<file path="src/rtl/seq_mul_pkg.sv">
// Shared types for the shift-add multiplier: FSM state encoding.
package seq_mul_pkg;

  localparam logic [1:0] ST_IDLE = 2'd0;
  localparam logic [1:0] ST_CALC = 2'd1;
  localparam logic [1:0] ST_DONE = 2'd2;

  typedef enum logic [1:0] {
    IDLE = ST_IDLE,
    CALC = ST_CALC,
    DONE = ST_DONE
  } state_e;

endpackage

</file>
<file path="src/rtl/seq_mul_dp.sv">
// Shift-add datapath: multiplicand A (double width), multiplier B, product
// accumulator, the accumulate adder and the B==0 detector.
module seq_mul_dp #(
  parameter int WIDTH = 16
) (
  input  logic               clk,
  input  logic               rst_n,
  input  logic               ld,       // load A/B from operands
  input  logic               clr,      // zero the product
  input  logic               shift,    // one shift-add step
  input  logic               add_en,   // accumulate A on this step
  input  logic               neg,      // two's-complement the product
  input  logic [WIDTH-1:0]   a_ld,
  input  logic [WIDTH-1:0]   b_ld,
  output logic               eqz,
  output logic               b_lsb,
  output logic [2*WIDTH-1:0] product
);

  logic [2*WIDTH-1:0] a_q, a_d;
  logic [WIDTH-1:0]   b_q, b_d;
  logic [2*WIDTH-1:0] prod_q, prod_d;

  assign eqz     = (b_q == '0);
  assign b_lsb   = b_q[0];
  assign product = prod_q;

  // Next-state for the datapath registers; everything holds unless strobed.
  always_comb begin
    a_d    = a_q;
    b_d    = b_q;
    prod_d = prod_q;
    if (ld) begin
      a_d = {{WIDTH{1'b0}}, a_ld};
      b_d = b_ld;
    end
    if (clr) prod_d = '0;
    if (shift) begin
      // Full 2*WIDTH sum: A*B fits in 2*WIDTH bits, so no carry is lost.
      if (add_en) prod_d = prod_q + a_q;
      a_d = a_q << 1;
      b_d = b_q >> 1;
    end
    if (neg) prod_d = -prod_q;
  end

  // Datapath registers, cleared asynchronously.
  always_ff @(posedge clk or negedge rst_n) begin
    if (!rst_n) begin
      a_q    <= '0;
      b_q    <= '0;
      prod_q <= '0;
    end else begin
      a_q    <= a_d;
      b_q    <= b_d;
      prod_q <= prod_d;
    end
  end

endmodule

</file>
<file path="src/rtl/seq_mul_unit.sv">
// Sequential shift-add multiplier: IDLE -> CALC (one multiplier bit per
// cycle, exits early once B is exhausted) -> DONE (one-cycle pulse).
// Optional signed mode: define SEQ_MUL_SIGNED_EN to add the tc port; the
// operands are then multiplied as magnitudes and the result negated on exit.
module seq_mul_unit
  import seq_mul_pkg::*;
#(
  parameter int WIDTH = 16
) (
  input  logic               clk,
  input  logic               rst_n,
  input  logic               start,
  input  logic [WIDTH-1:0]   a_in,
  input  logic [WIDTH-1:0]   b_in,
`ifdef SEQ_MUL_SIGNED_EN
  input  logic               tc,
`endif
  output logic               busy,
  output logic               done,
  output logic [2*WIDTH-1:0] product
);

  state_e state_q, state_d;
  logic ld, clr, shift, add_en, neg;
  logic eqz, b_lsb;
  logic [WIDTH-1:0] a_op, b_op;

`ifdef SEQ_MUL_SIGNED_EN
  logic sign_q, sign_d;
  // Magnitudes; -(2^(WIDTH-1)) wraps to itself, which is the correct
  // unsigned magnitude once zero-extended in the datapath.
  assign a_op = (tc && a_in[WIDTH-1]) ? -a_in : a_in;
  assign b_op = (tc && b_in[WIDTH-1]) ? -b_in : b_in;
`else
  assign a_op = a_in;
  assign b_op = b_in;
`endif

  // Next-state and datapath strobes.
  always_comb begin
    state_d = state_q;
    ld      = 1'b0;
    clr     = 1'b0;
    shift   = 1'b0;
    add_en  = 1'b0;
    neg     = 1'b0;
    busy    = 1'b0;
    done    = 1'b0;
`ifdef SEQ_MUL_SIGNED_EN
    sign_d  = sign_q;
`endif
    case (state_q)
      IDLE: begin
        if (start) begin
          ld      = 1'b1;
          clr     = 1'b1;
          state_d = CALC;
`ifdef SEQ_MUL_SIGNED_EN
          sign_d  = tc & (a_in[WIDTH-1] ^ b_in[WIDTH-1]);
`endif
        end
      end
      CALC: begin
        busy = 1'b1;
        if (eqz) begin
          state_d = DONE;
`ifdef SEQ_MUL_SIGNED_EN
          neg     = sign_q;
`endif
        end else begin
          shift  = 1'b1;
          add_en = b_lsb;
        end
      end
      DONE: begin
        done    = 1'b1;
        state_d = IDLE;
      end
      default: state_d = IDLE;
    endcase
  end

  // State register (and sign flag in signed builds).
  always_ff @(posedge clk or negedge rst_n) begin
    if (!rst_n) begin
      state_q <= IDLE;
`ifdef SEQ_MUL_SIGNED_EN
      sign_q  <= 1'b0;
`endif
    end else begin
      state_q <= state_d;
`ifdef SEQ_MUL_SIGNED_EN
      sign_q  <= sign_d;
`endif
    end
  end

  seq_mul_dp #(.WIDTH(WIDTH)) u_dp (
    .clk     (clk),
    .rst_n   (rst_n),
    .ld      (ld),
    .clr     (clr),
    .shift   (shift),
    .add_en  (add_en),
    .neg     (neg),
    .a_ld    (a_op),
    .b_ld    (b_op),
    .eqz     (eqz),
    .b_lsb   (b_lsb),
    .product (product)
  );

endmodule

</file>
<file path="config.mk">
export PLATFORM = sky130hd
export DESIGN_NAME = seq_mul_unit
export DESIGN_NICKNAME = d
export VERILOG_FILES = /design/src/rtl/seq_mul_pkg.sv /design/src/rtl/seq_mul_dp.sv /design/src/rtl/seq_mul_unit.sv
export SDC_FILE = /design/constraint.sdc
export NUM_CORES = 1
export LEC_CHECK = 0
export CAP_MARGIN = 25
export CORE_ASPECT_RATIO = 1.4
export CORE_UTILIZATION = 35
export DETAILED_ROUTE_END_ITERATION = 16
export HOLD_SLACK_MARGIN = 0.06
export MAX_ROUTING_LAYER = met4
export PLACE_DENSITY = 0.57
export SETUP_SLACK_MARGIN = 0.15
export SLEW_MARGIN = 20
export SYNTH_ARGS = -nofsm -noshare
export SYNTH_HDL_FRONTEND = slang
export SYNTH_SLANG_ARGS = --single-unit
</file>
<file path="constraint.sdc">
create_clock -name clk -period 3.05 [get_ports clk]
set_input_delay 0.4575 -clock clk [delete_from_list [all_inputs] [get_ports clk]]
set_output_delay 0.4575 -clock clk [all_outputs]
set_load 0.03 [all_outputs]
</file>
== Yosys cells after proc, flatten, opt, wreduce, memory -nomap -nowiden ==
Index checks and enable logic that the tools add are counted.
Storage, ports and cells
  register bits after elaboration: 82
  latch bits: 0
  memory bits (writable): 0
  memory bits (read-only): 0
  logic and storage cells: 31
  memories: 0
Cells by class
  add/sub/neg operators: 1
  $mul: 0
  divide/modulo/power cells: 0
  order comparisons: 0
  eq/ne operators: 4
  shift-type cells: 0
  mux-type cells: 18
  bitwise logic cells: 0
  reduce and logical (&&, ||, !) cells: 4
Operators with widths (count)
  two-way mux 32 bit: 5
  adder 32 bit: 1
  two-way mux 16 bit: 2
  zero test 16 bit: 1
  two-way mux 1 bit: 8
  two-way mux 2 bit: 2
  != test 2 bit, second input constant: 2
  one-hot mux 2 bit (2 select lines): 1
  equality test 2 x 1 -> 1 bit, second input constant: 1
  equality test 2 bit, second input constant: 1
  zero test 2 bit: 1
  AND reduction 2 bit: 1
  nonzero test 2 bit: 1

== Depth between registers and ports, before layout ==
  depth after elaboration: 5
  gate-level depth with buffers: 9

== Cells and area by module ==
From an unflattened synthesis, not the netlist that was laid out.
Unflattened totals
  cells, all modules: 638
  area, all modules: 5645.4 um^2
Modules (own cells, without submodules)
  seq_mul_dp: times used 1, cells an instance 626, area each 5526.6 um^2, sequential area each 2001.9 um^2
  seq_mul_unit: times used 1, cells an instance 12, area each 118.9 um^2, sequential area each 50.0 um^2

== Worst setup path after synthesis ==
Ideal clock, no wire load.
  path type: register to register
  start point: register u_dp.prod_q[0], in the netlist u_dp.product[0]
  end point: register u_dp.prod_q[16], in the netlist u_dp.product[16]
  setup time: 0.126 ns
  arrival: 2.858 ns
  data required time: 2.924 ns
  slack: 0.066 ns
  stages on the path, launching flop included: 10
  cells stage by stage: dfrtp_1 > ha_1 > fa_1 > a21o_1 > a221o_1 > a311oi_4 > o21a_1 > o21ai_0 > mux2i_1 > a311o_1
Between the ends
  longest elaborated chain between the ends: 3
RTL lines
  start: declaration: line seq_mul_dp.sv:22  | logic [2*WIDTH-1:0] prod_q, prod_d;
  start signal: assignment: line seq_mul_dp.sv:56  | prod_q <= prod_d;
  adder 32 bit: line seq_mul_dp.sv:40  | if (add_en) prod_d = prod_q + a_q;
  two-way mux 32 bit: line seq_mul_dp.sv:40
  two-way mux 32 bit: line seq_mul_dp.sv:38  | if (shift) begin
  named net u_dp.prod_d[16]: line seq_mul_dp.sv:22
The timed path passes the listed nets, and every way through them passes these cells.
A chain may end at the register's enable or synchronous reset.

== Final worst setup path ==
  start point: register u_dp.prod_q[0], in the netlist u_dp.product[0]
  end point: register u_dp.prod_q[26], in the netlist u_dp.product[26]
Same word-level chain as after synthesis.

==> impl_metrics.env <==
export IMPL_status="finished, final reports clean"
export IMPL_wire_per_inst_um=16.5
export IMPL_drtIter0Drc=204
export IMPL_die_width_um=103
export IMPL_synth_ff_type="dfrtp_1"
export IMPL_instances_no_fill=820
export IMPL_tns_ps=0
export IMPL_crit_type="register to register"
export IMPL_synth_seq_cells=82
export IMPL_syn_inst=571
export IMPL_postCtsHoldBufs=0
export IMPL_start_kind="register"
export IMPL_gp_congestion=0.884
export IMPL_finClkSkew_ps=9.95
export IMPL_drt_first_pass_iters=4
export IMPL_yosysMostFrequentCell="nand2_1"
export IMPL_coreArea_mm2=0.0139
export IMPL_endpoint_kind="register"
export IMPL_worst_path_max_delay_cell="dfrtp_2"
export IMPL_ys_seq_area_share_pct=41.2
export IMPL_grt_overflow_total=0
export IMPL_fmax_mhz=356
export IMPL_synth_edff_count=0
export IMPL_syn_cell_area_mm2=0.00498
export IMPL_grt_pass1_vias=4292
export IMPL_peakVddDrop_mv=0.507
export IMPL_crit_chain="ha_4 > fa_1 > a21o_1 > a221o_1 > a311oi_4 > buf_6 > o21ai_4 > a2111oi_4 > or4_1 > nand3_1"
export IMPL_synth_top_family_by_area="compound AO/OA/AOI/OAI gates"
export IMPL_synth_area_leader_cell="dfrtp_1"
export IMPL_synth_top_area_share_pct=41.2
export IMPL_cts_tree="built"
export IMPL_die_height_um=143
export IMPL_drtAntennaViolNets=0
export IMPL_yosys_mux_area_fraction_pct=0.603
export IMPL_crit_arrival_ps=3030
export IMPL_dp_hpwl_um=9960
export IMPL_antenna_found_initial=0
export IMPL_n_antenna_cell=0
export IMPL_clk_latency_ps=350
export IMPL_p_leak_nw=2.75
export IMPL_tightest_slew_ps=688
export IMPL_drive_gt1_share_pct=7.24
export IMPL_cts_made_buffers=9
export IMPL_synth_common_cells="nand2_1 (120), dfrtp_1 (82), o21ai_0 (55)"
export IMPL_synth_async_sr_flop_share_pct=100
export IMPL_totalWireLength_um=13500
export IMPL_pin_count=69
export IMPL_hold_viol=0
export IMPL_yosys_warnings=0
export IMPL_cp_slowest_stage_delay_ps=430
export IMPL_remaining_drc_errors=0
export IMPL_synth_compound_area_share_pct=23.3
export IMPL_synth_area_top_cells="dfrtp_1 (41%), nand2_1 (9.0%), ha_1 (7.8%), o21ai_0 (5.5%), a22oi_1 (4.4%)"
export IMPL_grt_usage_pct=20.1
export IMPL_max_cap_violations=0
export IMPL_place_inst=802
export IMPL_core_rowCount=51
export IMPL_period_share_pct=92.0
export IMPL_slew_viol_final=0
export IMPL_cts_buffer_depth=2
export IMPL_synth_xor_area_share_pct=4.40
export IMPL_syn_to_final_growth_pct=23.9
export IMPL_setup_viol=0
export IMPL_n_fill_cell=1410
export IMPL_path_max_fanout=4
export IMPL_cts_root_buffer="clkbuf_16"
export IMPL_synthAdderAreaFrac_pct=8.19
export IMPL_numPortBuffers=68
export IMPL_syn_nets=638
export IMPL_clock_sinks=82
export IMPL_grt_pass1_wl_um=22100
export IMPL_relSlewSlack_pct=54.2
export IMPL_power_density_mw_per_mm2=1230
export IMPL_grt_max_degree=53
export IMPL_fin_nets=697
export IMPL_num_vias=4407
export IMPL_synth_area_per_cell_um2=8.72
export IMPL_initial_core_util_pct=35.8
export IMPL_yosys_area_share_simple_pct=18.8
export IMPL_ys_types=52
export IMPL_cts_clk_slew_worst_paths_ps=60
export IMPL_hold_path_class="input pin to async pin"
export IMPL_htreeDepth=3
export IMPL_rsz0062_at_grt="yes"
export IMPL_worstPathRequired_ps=3270
export IMPL_vias_per_cell=5.37
export IMPL_dieArea_mm2=0.0147
export IMPL_finalCriticalPeriod_ps=2810
state kept, by name (all words and copies together) (netlist names):
name	flops
u_dp.product	32
state_q	2
u_dp.a_q	32
u_dp.b_q	16
worst paths after layout:
kind | endpoint | slack, ps | cells after the start | from
setup / recovery | u_dp.product[26]$_DFF_PN0_ | 240 | 10 | u_dp.product[0]$_DFF_PN0_
hold reg to reg | state_q[1]$_DFFE_PN0P_ | 490 | 1 | state_q[1]$_DFFE_PN0P_
setup reg to reg | u_dp.product[26]$_DFF_PN0_ | 240 | 10 | u_dp.product[0]$_DFF_PN0_
min in group clk | state_q[1]$_DFFE_PN0P_ | 490 | 1 | state_q[1]$_DFFE_PN0P_
max in group asynchronous | u_dp.product[8]$_DFF_PN0_ | 2170 | 2 | rst_n
hold / removal | u_dp.product[29]$_DFF_PN0_ | 150 | 1 | rst_n
power breakdown:
group          internal, W  switching (W)
sequential         0.00156       0.000422
combinational      0.00179        0.00277
clock             0.000557       0.000474
total              0.00391        0.00367
per-stage QoR:
stage | power [W] | hold slack [ps] | setup slack, ps | instance area [µm²] | utilization (%)
finish | 0.00758 | 146 | 244 | 6170 | 44.4
global route | 0.00823 | 215 | 142 | 6170 | 44.4
CTS | 0.00762 | 182 | 166 | 6150 | 44.2
detailed placement | 0.00654 | 477 | 102 | 5860 | 42.2
global placement | 0.00647 | 472 | 123 | 5860 | 42.2
floorplan | 0.00517 | 162 | 164 | 4990 | -
final cells by class:
type | instances | area (µm²) | area share, %
Clock inverter | 7 | 53.8 | 0.872
Inverter | 10 | 37.5 | 0.608
Tap cell | 185 | 231 | 3.75
Sequential cell | 82 | 2050 | 33.3
Multi-Input combinational cell | 444 | 2770 | 45.0
Clock buffer | 9 | 225 | 3.65
Timing Repair Buffer | 83 | 795 | 12.9
cell usage in the layout, fill, tap and decap left out, types with 5 or more instances in the layout:
cell type,instances
nand2_1,120
dfrtp_1,81
clkdlybuf4s50_1,67
o21ai_0,53
nand3_1,37
a21oi_1,33
ha_1,30
a22oi_1,29
nor2_1,16
buf_4,15
xnor2_1,13
xor2_1,12
a21o_1,11
inv_1,10
nand4_1,9
clkbuf_16,9
a31oi_1,7
a221o_1,5
or4_1,5
worst max-delay path, delay by kind of cell, from the launching register on:
kind | cells | cell delay, ps
AO/OA/AOI/OAI | 5 | 1290
adder cells (fa/ha/maj) | 2 | 570
flip-flops | 1 | 430
AND/OR/NAND/NOR | 2 | 220
buffers and inverters | 1 | 160
kinds of logic after synthesis:
| group | after synthesis |
|---|---|
| muxes | 3 |
| DFF | 82 |
| and+or+nand+nor | 210 |
| buffers and inverters | 45 |
| xor gates and xnor gates | 25 |
| AOI/OAI and AO/OA | 174 |
| adders and majority gates | 32 |
routing by layer:
metal	GRT usage, %	wire [µm]	part of all wire, %
met2	33.4	6850	51
met3	2.50	411	3.0
met4	8.08	305	2.3
met5	-	0	0
met1	24.4	5970	44
timing repair:
item | 4_1_cts | 5_1_grt
gates resized for setup | 0 | 4
pin swaps | 1 | 1
setup endpoints to repair | 3 | 7
buffers inserted | 1 | 1
No activity file was read; power rests on OpenSTA's default activity.
